===== config.mk =====
export PLATFORM = sky130hd
export DESIGN_NAME = mux4_sel_arb
export DESIGN_NICKNAME = d
export VERILOG_FILES = /design/src/rtl/mux4_sel_arb.sv
export SDC_FILE = /design/constraint.sdc
export NUM_CORES = 1
export LEC_CHECK = 0
export BUFFER_PORTS_ARGS = -buffer_cell sky130_fd_sc_hd__buf_2
export CAP_MARGIN = 20
export CORE_UTILIZATION = 35
export CTS_BUF_LIST = sky130_fd_sc_hd__clkbuf_16
export DETAILED_ROUTE_END_ITERATION = 12
export PLACE_DENSITY_LB_ADDON = 0.05
export SYNTH_ARGS = -nofsm -noshare
export SYNTH_HDL_FRONTEND = slang
export SYNTH_SLANG_ARGS = --single-unit

===== constraint.sdc =====
create_clock -name clk -period 1.8 [get_ports clk]
set_input_delay 0.09 -clock clk [delete_from_list [all_inputs] [get_ports clk]]
set_output_delay 0.09 -clock clk [all_outputs]
set_load 0.1 [all_outputs]

===== src/rtl/mux4_sel_arb.sv =====
`default_nettype none
// ============================================================================
// Module   : mux4_sel_arb
// Purpose  : Round-robin arbiter driving the 2-bit select of a 4->1 mux.
//            Optional forced rotation via MUX4_SEL_ARB_TIMEOUT_EN.
// Revision : 1.0 - initial release
// ============================================================================
module mux4_sel_arb #(
    parameter int HOLD_MAX = 8
) (
    input  logic       clk,
    input  logic       rst,
    input  logic [3:0] req,
    input  logic       done,
    output logic [1:0] sel,
    output logic [3:0] gnt,
    output logic       busy,
    output logic       timeout
);

    typedef enum logic [0:0] {
        ST_IDLE  = 1'b0,
        ST_GRANT = 1'b1
    } state_t;

    state_t     r_state;
    state_t     w_state_nxt;
    logic [1:0] w_sel_nxt;
    logic [3:0] w_gnt_nxt;
    logic       w_busy_nxt;
    logic [1:0] w_win;
    logic [1:0] w_cand;
    logic       w_found;
    logic       w_timeout_hit;
    logic       w_release;

    if (HOLD_MAX < 1 || HOLD_MAX > 255) begin : g_hold_max_check
        $error("mux4_sel_arb: HOLD_MAX must be within 1..255");
    end

`ifdef MUX4_SEL_ARB_TIMEOUT_EN
    localparam logic [7:0] c_hold_last = 8'(HOLD_MAX - 1);

    logic [7:0] r_cnt;
    logic [7:0] w_cnt_nxt;
    logic       r_timeout;
    logic       w_timeout_nxt;

    assign w_timeout_hit = (r_cnt == c_hold_last);
    assign timeout       = r_timeout;
`else
    assign w_timeout_hit = 1'b0;
    assign timeout       = 1'b0;
`endif

    // Search starts just past the last holder, so that holder is tried last.
    always_comb begin
        w_found = 1'b0;
        w_win   = sel;
        w_cand  = sel;
        for (int k = 1; k <= 4; k++) begin
            w_cand = sel + 2'(k);
            if (!w_found && req[w_cand]) begin
                w_found = 1'b1;
                w_win   = w_cand;
            end
        end
    end

    assign w_release = done || !req[sel] || w_timeout_hit;

    always_comb begin
        w_state_nxt = r_state;
        w_sel_nxt   = sel;
        w_gnt_nxt   = gnt;
        w_busy_nxt  = busy;
`ifdef MUX4_SEL_ARB_TIMEOUT_EN
        w_cnt_nxt     = r_cnt;
        w_timeout_nxt = 1'b0;
`endif
        case (r_state)
            ST_IDLE: begin
                if (w_found) begin
                    w_state_nxt = ST_GRANT;
                    w_sel_nxt   = w_win;
                    w_gnt_nxt   = 4'b0001 << w_win;
                    w_busy_nxt  = 1'b1;
`ifdef MUX4_SEL_ARB_TIMEOUT_EN
                    w_cnt_nxt   = 8'd0;
`endif
                end
            end
            ST_GRANT: begin
                if (w_release) begin
                    w_state_nxt = ST_IDLE;
                    w_gnt_nxt   = 4'b0000;
                    w_busy_nxt  = 1'b0;
`ifdef MUX4_SEL_ARB_TIMEOUT_EN
                    // Only a revocation with no voluntary release is reported.
                    w_timeout_nxt = !done && req[sel];
`endif
                end else begin
`ifdef MUX4_SEL_ARB_TIMEOUT_EN
                    w_cnt_nxt = r_cnt + 8'd1;
`endif
                end
            end
            default: begin
                w_state_nxt = ST_IDLE;
            end
        endcase
    end

    always_ff @(posedge clk or posedge rst) begin
        if (rst) begin
            r_state <= ST_IDLE;
            sel     <= 2'b11;
            gnt     <= 4'b0000;
            busy    <= 1'b0;
        end else begin
            r_state <= w_state_nxt;
            sel     <= w_sel_nxt;
            gnt     <= w_gnt_nxt;
            busy    <= w_busy_nxt;
        end
    end

`ifdef MUX4_SEL_ARB_TIMEOUT_EN
    always_ff @(posedge clk or posedge rst) begin
        if (rst) begin
            r_cnt     <= 8'd0;
            r_timeout <= 1'b0;
        end else begin
            r_cnt     <= w_cnt_nxt;
            r_timeout <= w_timeout_nxt;
        end
    end
`endif

endmodule
`default_nettype wire


---- Yosys cells after proc, flatten, opt, wreduce, memory -nomap -nowiden ----
Cells that the tools add are included.
word-level totals
  bits of input ports ..................... 7
  register bits ........................... 8
  ROM bits ................................ 0
  memories ................................ 0
  memory bits (writable) .................. 0
  output and inout port bits .............. 8
  bits in latches ......................... 0
cells by class
  reductions and logical operators ........ 10
  shift-type cells ........................ 1
  muxes and demuxes ....................... 25
  equal/unequal tests ..................... 2
  order comparisons ....................... 4
  divide/modulo/power cells ............... 0
  multiply operators ...................... 0
  add/subtract/negate cells ............... 3
  bitwise logic cells ..................... 1
operators by type and width
  cell                                                    number
  < comparator 2 x 3 -> 1 bit (second input constant)     4
  two-way mux 1 bit                                       12
  binary-select mux 1 bit (select 2 bit)                  4
  two-way mux 2 bit                                       4
  two-way mux 4 bit                                       2
  case mux 4 bit (2 select lines)                         1
  adder 2 bit (second input constant)                     2
  zero test 1 bit                                         4
  case mux 1 bit (2 select lines)                         2
  AND reduction 2 bit                                     2
  left shift 1 x 2 -> 4 bit (first input constant)        1
  logical AND 1 bit                                       3
  adder 2 x 1 -> 2 bit (second input constant)            1
  inequality test 2 x 1 -> 1 bit (second input constant)  1
  inequality test 2 bit (second input constant)           1
  logical OR 1 bit                                        1
  inverter 1 bit                                          1

---- Logic depth before layout (Yosys ltp) ----
  depth after elaboration ................. 16
  mapped depth ............................ 5
  gate-level depth less buffers ........... 4

---- Least setup slack after synthesis ----
OpenSTA, ideal clock, no wires.
  path kind ............................... register to register
  from .................................... reg sel[1]
  to ...................................... reg gnt[0]
  library setup time ...................... 0.123 ns
  period minus slack after synthesis ...... 2.020 ns
  buffers on the path ..................... 1
  stages on the path, launching flop included .. 6
  required time ........................... 1.677 ns
  setup slack ............................. -0.220 ns
  arrival ................................. 1.897 ns
  cells stage by stage .................... dfstp_2 > buf_6 > mux4_2 > nand2b_2 > o21ai_2 > a32o_1
between the ends
  longest elaborated chain between the ends .. 16
  elaborated cells on any way between the ends .. 33
  classes of those cells .................. 3 x add/sub; 2 x eq/ne; 1 x shift; 18 x mux; 9 x reduce/logical
RTL lines
  element                                  line  source
  start, declared                          15    output logic [1:0] sel,
  start signal, assigned                   122   sel <= w_sel_nxt;
  adder 2 x 1 -> 2 bit                     62    w_cand = sel + 2'(k);
  binary-select mux 1 bit (select 2 bit)   63    if (!w_found && req[w_cand]) begin
  two-way mux 1 bit (implied by the code)  63
  two-way mux 1 bit                        63
  zero test 1 bit                          63
  logical AND 1 bit                        63
  two-way mux 1 bit                        63
  zero test 1 bit                          63
  logical AND 1 bit                        63
  two-way mux 1 bit                        63
  zero test 1 bit                          63
  logical AND 1 bit                        63
  two-way mux 2 bit                        63
  left shift 1 x 2 -> 4 bit                86    w_gnt_nxt = 4'b0001 << w_win;
  two-way mux 4 bit                        83    if (w_found) begin
  case mux 4 bit (2 select lines)          81    case (r_state)
  end signal, assigned                     123   gnt <= w_gnt_nxt;
  end, declared                            16    output logic [3:0] gnt,
Parallel ways exist; a longest one is shown, timed or not. The select of a mux whose other input is x is not followed.
A chain may end at the register's enable or synchronous reset.

---- Final worst setup path ----
Ends and elaborated chain as after synthesis.

==> impl_metrics.yaml <==
outcome:
  outcome: "complete, no violations"
placement:
  io_buffers: 13
  dp_hpwl_um: 742
  gp_congestion: 0.690
final_layout:
  final_nets: 68
  ff_latch_area_um2: 206
  num_antenna_cells: 0
  fillers: 103
  syn_to_final_growth_pct: 34.0
  finish.utilization: 0.527
  drive_gt1_frac: 0.417
  multi_input_area_um2: 231
clock_tree:
  post-cts-setup-buffers: 0
  cts_sinks: 8
  clk_latency_ps: 230
  path_clk_slew_ps: 40
  clockBufferDepth: 2
  cts_root_buf: "clkbuf_16"
  cts_tree: "yes"
  cts_max_level: 1
  cts_buffers: 3
setup_path:
  critPathMaxStageDelay_ps: 660
  r2r_setup_slack_ps: 100
  cp_top_family: "flip-flops"
  worstPathRequired_ps: 1920
  crit_type: "reg2reg"
  critPathLaunchType: "flip-flop"
  arrival_ps: 1820
  endpoint_kind: "flip-flop"
  crit_buf_inv: 0
  slowest_stage: "dfstp_4"
  path_max_fanout: 10
  path_cells: "mux4_2, nand2b_2, o21ai_2, a32o_1"
timing:
  finalHoldViolCount: 0
  fmax_ghz: 0.588
  min_period_ps: 1700
  max_slew_margin: 0.664
  maxSlewViolCount: 0
  hold_slack_ps: 169
  fin_worst_skew_ps: 5.21
  worstMarginPinSlew_ps: 501
  setup_viol: 0
  fin_crit_sh: 0.945
  rsz0062_at_grt: "false"
floorplan:
  die_width_um: 38.3
  initial_utilization: 0.393
  core.rowCount: 12
  die_y_um: 38.3
  die_area_um2: 1460
  ios: 15
  core_um2: 1170
yosys:
  ys_top_cells_by_count: "dfrtp_1 (6), a21oi_1 (4), nor2_1 (4), nand2_1 (3)"
  synth_edf_count: 0
  ys.flop_type: "dfrtp_1"
  syn_inst: 44
  yosys_warnings: 0
  yosysTopAreaCellShare: 0.326
  syn_nets: 51
  synthDistinctLibCells: 27
  synth_area_leaders: "dfrtp_1 (33%), dfstp_2 (11%), mux4_2 (4.9%)"
  avgSynthCellArea_um2: 10.5
  seq_area_frac_synth: 0.440
  synth_seq_cells: 8
  synth-async-reset-ratio: 1.00
  yosysTopAreaCell: "dfrtp_1"
  synth_area_um2: 460
  synth_most_common_cell: "dfrtp_1"
drt:
  via_count: 380
  final_antenna_net_count: 0
  drt_iter0_drc: 3
  routed_wl_um: 956
  route.detailed.drc: 0
  via_per_inst: 5.14
  first_pass_iters: 4
  wl_per_cell_um: 12.9
global_routing:
  grt_util_all_layers: 0.166
  grt_pass1_wl_um: 1570
  grt_pass1_vias: 386
  grt-ovfl-total: 0
  grt_max_degree: 11
  antenna_found_initial: 0
hold_path:
  hold_path_class: "in2reg"
flow_run:
  maxCapViolations: 0
## cell families (layout without fill, tap and decap cells)
family / Yosys count / count (layout) / synth area share
simple gates: 16 / 16 / 0.201
compound gates: 13 / 13 / 0.223
flops: 8 / 8 / 0.440
buf+inv: 4 / 20 / 0.0571
mux: 2 / 2 / 0.0706
other cells: 1 / 1 / 0.00814
## state kept, by name, summed over array words and instances, names as in the netlist
name     count
busy         1
gnt          4
r_state      1
sel          2
## worst reg2reg max path, cell delays in order (launching register included)
cell and delay, ps:
dfstp_4 660, mux4_2 520, nand2b_2 110, o21ai_2 80
a32o_1 210
## layout by cell type (no fill, tap or decap), drive strengths merged, types with 2 or more instances in the layout
cell type  synthesis  layout
buf                2      13
o21ai              2       2
dfrtp              6       6
clkbuf             0       3
nor2               5       5
nand2b             2       2
or3                2       2
dfstp              2       2
a21oi              4       4
nand2              3       3
inv                2       3
o2bb2ai            2       2
## path summary, 6_finish.rpt
kind                            startpoint      to  cells past startpoint
worst max-delay path                sel[1]  gnt[0]                      4
worst min-delay path                  done    busy                      3
worst max register to register      sel[1]  gnt[0]                      4
worst min register to register      gnt[3]  gnt[3]                      1
max in group asynchronous              rst  sel[0]                      3
min in group asynchronous              rst  gnt[1]                      3
## repair_timing
item | CTS | global route
hold buffers | 1 | 0
gates resized for setup | 0 | 0
endpoints found under the hold margin | 6 | 0
## through the flow
stage	setup TNS (ps)	setup slack (ps)	cells	area, um^2
after global routing	0	40.2	74	617
after CTS	0	89.7	74	617
after global placement	0	136	69	528
after detailed placement	0	109	69	528
final	0	99.4	74	617
after floorplan	-308	-120	44	464
## metal layers
| layer | share of wire | routed length (um) | GRT usage |
|---|---|---|---|
| met5 | 0 | 0 | 0 |
| met4 | 0.013 | 12 | 0.0804 |
| met3 | 0.056 | 54 | 0.0523 |
| met2 | 0.50 | 482 | 0.263 |
| met1 | 0.43 | 407 | 0.202 |
## area by class of cell
| cell class | instances | area share |
|---|---|---|
| multi-input combinational | 32 | 0.375 |
| sequential | 8 | 0.335 |
| tap | 14 | 0.0284 |
| clock buffer | 3 | 0.122 |
| clock inverter | 1 | 0.00609 |
| inverter | 2 | 0.0122 |
| timing repair buffer | 14 | 0.122 |
Power is left out: the tool's default activity adds up to more than one toggle a clock period on the data nets, which glitch-free logic cannot reach.
